===== config.mk =====
export PLATFORM = sky130hd
export DESIGN_NAME = sv_seg_scanner
export DESIGN_NICKNAME = d
export VERILOG_FILES = /design/src/rtl/sv_seg_scanner.sv
export SDC_FILE = /design/constraint.sdc
export NUM_CORES = 1
export LEC_CHECK = 0
export ABC_AREA = 0
export ABC_CLOCK_PERIOD_IN_PS = 4150
export CORE_MARGIN = 3
export CORE_UTILIZATION = 27
export CTS_CLUSTER_SIZE = 8
export DETAILED_ROUTE_END_ITERATION = 6
export DONT_BUFFER_PORTS = 1
export PLACE_DENSITY_LB_ADDON = 0.2
export SETUP_SLACK_MARGIN = 0.2
export SLEW_MARGIN = 5
export SYNTH_ARGS = -nofsm -noshare
export SYNTH_HDL_FRONTEND = slang
export SYNTH_SLANG_ARGS = --single-unit

===== constraint.sdc =====
create_clock -name clk -period 4.15 [get_ports clk]
set_input_delay 0.2075 -clock clk [delete_from_list [all_inputs] [get_ports clk]]
set_output_delay 0.2075 -clock clk [all_outputs]
set_load 0.05 [all_outputs]

===== src/rtl/sv_seg_scanner.sv =====
// sv_seg_scanner: time-multiplexed seven-segment display driver.
//
// Scans NUM_DIGITS digits one at a time onto a shared segment bus. The input word is
// double-buffered: a load lands in a staging register and is copied into the display
// register only when the scan wraps back to digit 0, so a frame never shows a mix of
// old and new digits. All pin outputs are registered.
//
// Ports
//   clk        system clock, rising edge
//   rst        asynchronous active-high reset
//   enable     0 blanks all anodes/segments; the scan keeps running
//   load       one-cycle strobe capturing value/dp_in
//   value      packed hex word, nibble k = digit k, digit 0 rightmost
//   dp_in      per-digit decimal point enables
//   blank_lz   live leading-zero suppression enable
//   seg        active-low segments {g,f,e,d,c,b,a}
//   dp         active-low decimal point
//   an         active-low one-hot anode select
//   frame_done one-cycle pulse on the first output cycle of digit 0 after a wrap

module sv_seg_scanner #(
    parameter int unsigned NUM_DIGITS  = 4,
    parameter int unsigned REFRESH_DIV = 100000
) (
    input  logic                    clk,
    input  logic                    rst,
    input  logic                    enable,
    input  logic                    load,
    input  logic [4*NUM_DIGITS-1:0] value,
    input  logic [NUM_DIGITS-1:0]   dp_in,
    input  logic                    blank_lz,
    output logic [6:0]              seg,
    output logic                    dp,
    output logic [NUM_DIGITS-1:0]   an,
    output logic                    frame_done
);

    localparam int unsigned CntW = (REFRESH_DIV > 1) ? $clog2(REFRESH_DIV) : 1;
    localparam int unsigned IdxW = (NUM_DIGITS > 1) ? $clog2(NUM_DIGITS) : 1;
    localparam logic [CntW-1:0] CntMax = CntW'(REFRESH_DIV - 1);
    localparam logic [IdxW-1:0] IdxMax = IdxW'(NUM_DIGITS - 1);

    logic [CntW-1:0]         presc_q;
    logic [IdxW-1:0]         idx_q;
    logic [4*NUM_DIGITS-1:0] stage_val_q;
    logic [NUM_DIGITS-1:0]   stage_dp_q;
    logic                    pending_q;
    logic [4*NUM_DIGITS-1:0] disp_val_q;
    logic [NUM_DIGITS-1:0]   disp_dp_q;
    logic                    wrap_q;

    logic                  tick;
    logic                  wrap;
    logic [3:0]            cur_nib;
    logic                  cur_dp;
    logic                  cur_blank;
    logic                  zero_above;
    logic [NUM_DIGITS-1:0] an_d;

    function automatic logic [6:0] glyph(input logic [3:0] nib);
        case (nib)
            4'h0: glyph = 7'b1000000;
            4'h1: glyph = 7'b1111001;
            4'h2: glyph = 7'b0100100;
            4'h3: glyph = 7'b0110000;
            4'h4: glyph = 7'b0011001;
            4'h5: glyph = 7'b0010010;
            4'h6: glyph = 7'b0000010;
            4'h7: glyph = 7'b1111000;
            4'h8: glyph = 7'b0000000;
            4'h9: glyph = 7'b0010000;
            4'hA: glyph = 7'b0001000;
            4'hB: glyph = 7'b0000011;
            4'hC: glyph = 7'b1000110;
            4'hD: glyph = 7'b0100001;
            4'hE: glyph = 7'b0000110;
            default: glyph = 7'b0001110;
        endcase
    endfunction

    always_comb begin
        tick       = (presc_q == CntMax);
        wrap       = tick && (idx_q == IdxMax);
        cur_nib    = 4'h0;
        cur_dp     = 1'b0;
        cur_blank  = 1'b0;
        zero_above = 1'b1;
        an_d       = '1;
        // Walk from the most significant digit down so zero_above holds "this nibble and
        // every nibble above it are zero" when digit k is reached.
        for (int k = NUM_DIGITS - 1; k >= 0; k--) begin
            zero_above = zero_above & (disp_val_q[4*k +: 4] == 4'h0);
            if (idx_q == IdxW'(k)) begin
                cur_nib   = disp_val_q[4*k +: 4];
                cur_dp    = disp_dp_q[k];
                an_d[k]   = 1'b0;
                cur_blank = blank_lz && zero_above && (k != 0);
            end
        end
    end

    always_ff @(posedge clk or posedge rst) begin
        if (rst) begin
            presc_q     <= '0;
            idx_q       <= '0;
            stage_val_q <= '0;
            stage_dp_q  <= '0;
            pending_q   <= 1'b0;
            disp_val_q  <= '0;
            disp_dp_q   <= '0;
            wrap_q      <= 1'b0;
            frame_done  <= 1'b0;
            an          <= '1;
            seg         <= 7'h7f;
            dp          <= 1'b1;
        end else begin
            presc_q <= tick ? '0 : presc_q + 1'b1;
            if (tick) begin
                idx_q <= (idx_q == IdxMax) ? '0 : idx_q + 1'b1;
            end

            // Commit only at the wrap; a load on the wrap edge bypasses staging.
            if (load) begin
                stage_val_q <= value;
                stage_dp_q  <= dp_in;
            end
            if (wrap) begin
                pending_q <= 1'b0;
                if (load) begin
                    disp_val_q <= value;
                    disp_dp_q  <= dp_in;
                end else if (pending_q) begin
                    disp_val_q <= stage_val_q;
                    disp_dp_q  <= stage_dp_q;
                end
            end else if (load) begin
                pending_q <= 1'b1;
            end

            // frame_done lines up with the first pin cycle of the freshly committed frame.
            wrap_q     <= wrap;
            frame_done <= wrap_q;

            if (enable) begin
                an  <= an_d;
                seg <= cur_blank ? 7'h7f : glyph(cur_nib);
                dp  <= ~cur_dp;
            end else begin
                an  <= '1;
                seg <= 7'h7f;
                dp  <= 1'b1;
            end
        end
    end

endmodule


==> metrics.md <==
| Metric | Value |
|---|---|
| Rel. slew slack | `37.47%` |
| Min Tclk post-route | `roughly 2.9 ns` |
| Pwr Density | `between 400 and 500 nW/um^2` |
| Global-route wire length before repair | `11,350 um` |
| Mapped Area | `approximately 3400 sq um` |
| HPWL after DPL | `approximately 4800 um` |
| Met3 GRT Util | `between 2 and 2.5%` |
| Post-CTS sizing | `0` |
| Synthesis-to-finish area growth | `14.27%` |
| Synth Net Count | `313` |
| Top cell family by delay on the critical path | `compound AO/OA/AOI/OAI gates` |
| Initial drt markers | `94` |
| Setup Total Neg Slack | `0 ns` |
| Compound-Gate Fraction of Synth Area | `6.314%` |
| H-tree depth | `3` |
| N_diodes | `0` |
| Clock Root Buffer | `clkbuf_16` |
| Synth Register Bits | `74` |
| Final Hold Viols | `42` |
| Violated checks | `hold timing` |
| Crit-path max cell delay | `0.55 ns` |
| Hold_buf cts | `1` |
| Die width | `roughly 120 um` |
| Number of synthesized flops with an enable pin | `0` |
| Worst-margin pin slew | `0.9366 ns` |
| Initial Util | `~28%` |
| CP bufs+invs | `2` |
| Met1 Track Usage GR | `13.02%` |
| Maxcap violations | `0` |
| Ys flop type | `dfrtp_1` |
| Number of library cell types mapped by synthesis | `45` |
| GP Congestion | `0.7767` |
| Final worst-path cycle share | `between 60 and 70%` |
| Vias per std cell | `4.540` |
| Post-synthesis adder-cell area fraction | `under 10%` |
| Outcome | `finished, violations left` |
| Nets | `approximately 320` |
| Slowest stage cell, crit path | `a221oi_1` |
| Worst-path fanout max | `13` |
| Post-Syn Area per Cell | `between 10 and 15 sq um` |
| Leak | `1.643 nW` |
| Vias in the first global route | `2,125` |
| Critical path class | `reg2reg` |
| Clk_lat worst skew | `0.34 ns` |
| Worst-path clk slew | `approximately 0.07 ns` |
| Setup-failing EPs final | `0` |
| Crit path cell chain | `inv_1 > ha_1 > nor2_1 > o211a_1 > a221oi_1 > inv_1 > ha_1 > nor2_1 > a211o_1 > o311ai_0` |
| Startpoint types | `flip-flop` |
| Initial antenna violation count | `0` |
| Drt wl/cell | `14.64 um` |
| Num rows | `40` |
| Post-Synthesis Cells | `about 280` |
| Data required, critical path | `4.37 ns` |
| Share of layout cells above drive strength 1 | `26.57%` |
| Synth top area share | `between 40% and 50%` |
| Ys async rst share | `between 90% and 100%` |
| Post-synthesis xor/xnor area fraction | `between 3 and 4%` |
| Synthesis Warnings | `0` |
| GRT Total Usage | `10.10%` |
| Post-Route WL | `6648 um` |
| Simple logic cell fraction of the synthesized area | `about an eighth` |
| Commonest cells post-synth | `dfrtp_1, nand2_1, mux2_2, mux2_4, nor2_1` |
| Multi-input logic area | `approximately 1500 sq um` |
| Crit. End Element | `flip-flop` |
| DRC viols | `0` |
| Cell with the most instances after synthesis | `dfrtp_1` |
| CTS Buf Count | `9` |
| Storage cell area | `between 1500 and 2000 sq um` |
| GRT overflow | `0` |
| DR vias | `2,061` |
| Highest Clock Rate | `about 350 MHz` |
| Maximum VDD drop | `around 0.00018 V` |
| Max clock buf depth | `2` |
| Worst Hold Class | `in2async` |
| Util after Layout | `between 30% and 40%` |
| Core box area | `roughly 12,000 sq um` |
| Met2 usage | `between 15 and 20%` |
| Port Buffer Count | `0` |
| Setup Buffers After CTS | `0` |
| Multiplexer share of the synthesized area | `between 10% and 20%` |
| CTS tree | `done` |
| GRT busiest layer | `met2` |
| Hold WS | `-0.03899 ns` |
| Die ar. | `14,080 sq um` |
| Main combinational cell family by area after synthesis | `multiplexers` |
| Die span in y | `between 100 and 150 um` |
| RSZ-0062 raised after global routing | `no` |
| Sink Count | `between 70 and 80` |
| R2R Setup Slk | `1.26 ns` |
| Num ports | `38` |
| DRT Pass-1 Iters | `4` |
| Post-synthesis sequential area ratio | `between 50% and 60%` |
| Crit path DAT | `a little over 3 ns` |
| Area contributors post-synth | `dfrtp_1, dfstp_2, mux2_4` |
| Detail Route Antenna Nets | `0` |
| Fillcell total | `1,254` |
| Cell taking the most area after synthesis | `dfrtp_1` |
| Largest net degree at the start of global routing | `46` |
| Slew Limit Fails | `0` |
| Clock Skew | `~0.0086 ns` |
==> final cells by class <==
type	instances	area share, %
inverter	11	1.054
clock inverter	7	1.757
multi-input combinational	180	37.40
sequential	74	47.65
timing repair buffer	5	1.022
tap	168	5.366
clock buffer	9	5.749
==> per-stage QoR <==
stage / hold WS (ns) / instance area, sq um / power, W / setup slack, ns / instances
finish: -0.03899 / 3918 / 0.001638 / 1.263 / 454
global route: 0.02533 / 3918 / 0.001710 / 0.9251 / 454
CTS: 0.0005949 / 3918 / 0.001666 / 1.236 / 454
detailed placement: 0.2504 / 3613 / 0.0008892 / 1.261 / 437
global placement: 0.2525 / 3613 / 0.0008884 / 1.170 / 437
floorplan: 0.2468 / 3428 / 0.0008691 / 1.664 / 277
==> flip-flops by register name, summed over array words and instances (netlist names), 2 cells and up <==
name         count
stage_val_q     16
idx_q            2
disp_dp_q        4
disp_val_q      16
an               4
seg              7
presc_q         17
stage_dp_q       4
==> where the power goes <==
| group | switching (W) | internal [W] | leakage [nW] | total (W) |
|---|---|---|---|---|
| logic | 0.0000413 | 0.0000392 | 0.580 | 0.0000804 |
| registers | 0.0000341 | 0.000759 | 0.917 | 0.000793 |
| clock network | 0.000340 | 0.000424 | 0.146 | 0.000764 |
| total | 0.000416 | 0.00122 | 1.64 | 0.00164 |
==> kinds of logic (layout without fill, tap and decap cells) <==
kind of cell	after synthesis	count (layout)
buffers and inverters	23	32
DFF	74	74
xor gates and xnor gates	15	15
and+or+nand+nor	82	82
adders and majority gates	11	11
muxes	42	42
AOI/OAI and AO/OA	30	30
==> routing by layer <==
metal,share of wire (%),routed length (um)
met1,45,3021
met2,50,3330
met3,2.7,178
met4,1.8,118
met5,0,0
==> cells in the final DEF, fill, tap and decap left out, types with 6 or more instances in the layout <==
cell       instances
xnor2_1           10
inv_1             10
dfrtp_1           62
o21ai_0            7
clkbuf_16          9
nand4_1            7
dfstp_2           12
ha_1              11
nand3_1            6
nand2_1           21
mux2_2            20
mux2_4            20
nor2_1            20
==> worst paths after layout <==
check                                  to     start  depth (start not counted)
setup / recovery                   seg[1]  idx_q[0]                         10
hold / removal              disp_val_q[3]       rst                          1
setup reg to reg                   seg[1]  idx_q[0]                         10
hold reg to reg                frame_done    wrap_q                          0
max in group asynchronous           an[1]       rst                          2
min in group clk           stage_val_q[2]  value[2]                          1
Note: power is estimated with default switching activity, not from simulation.
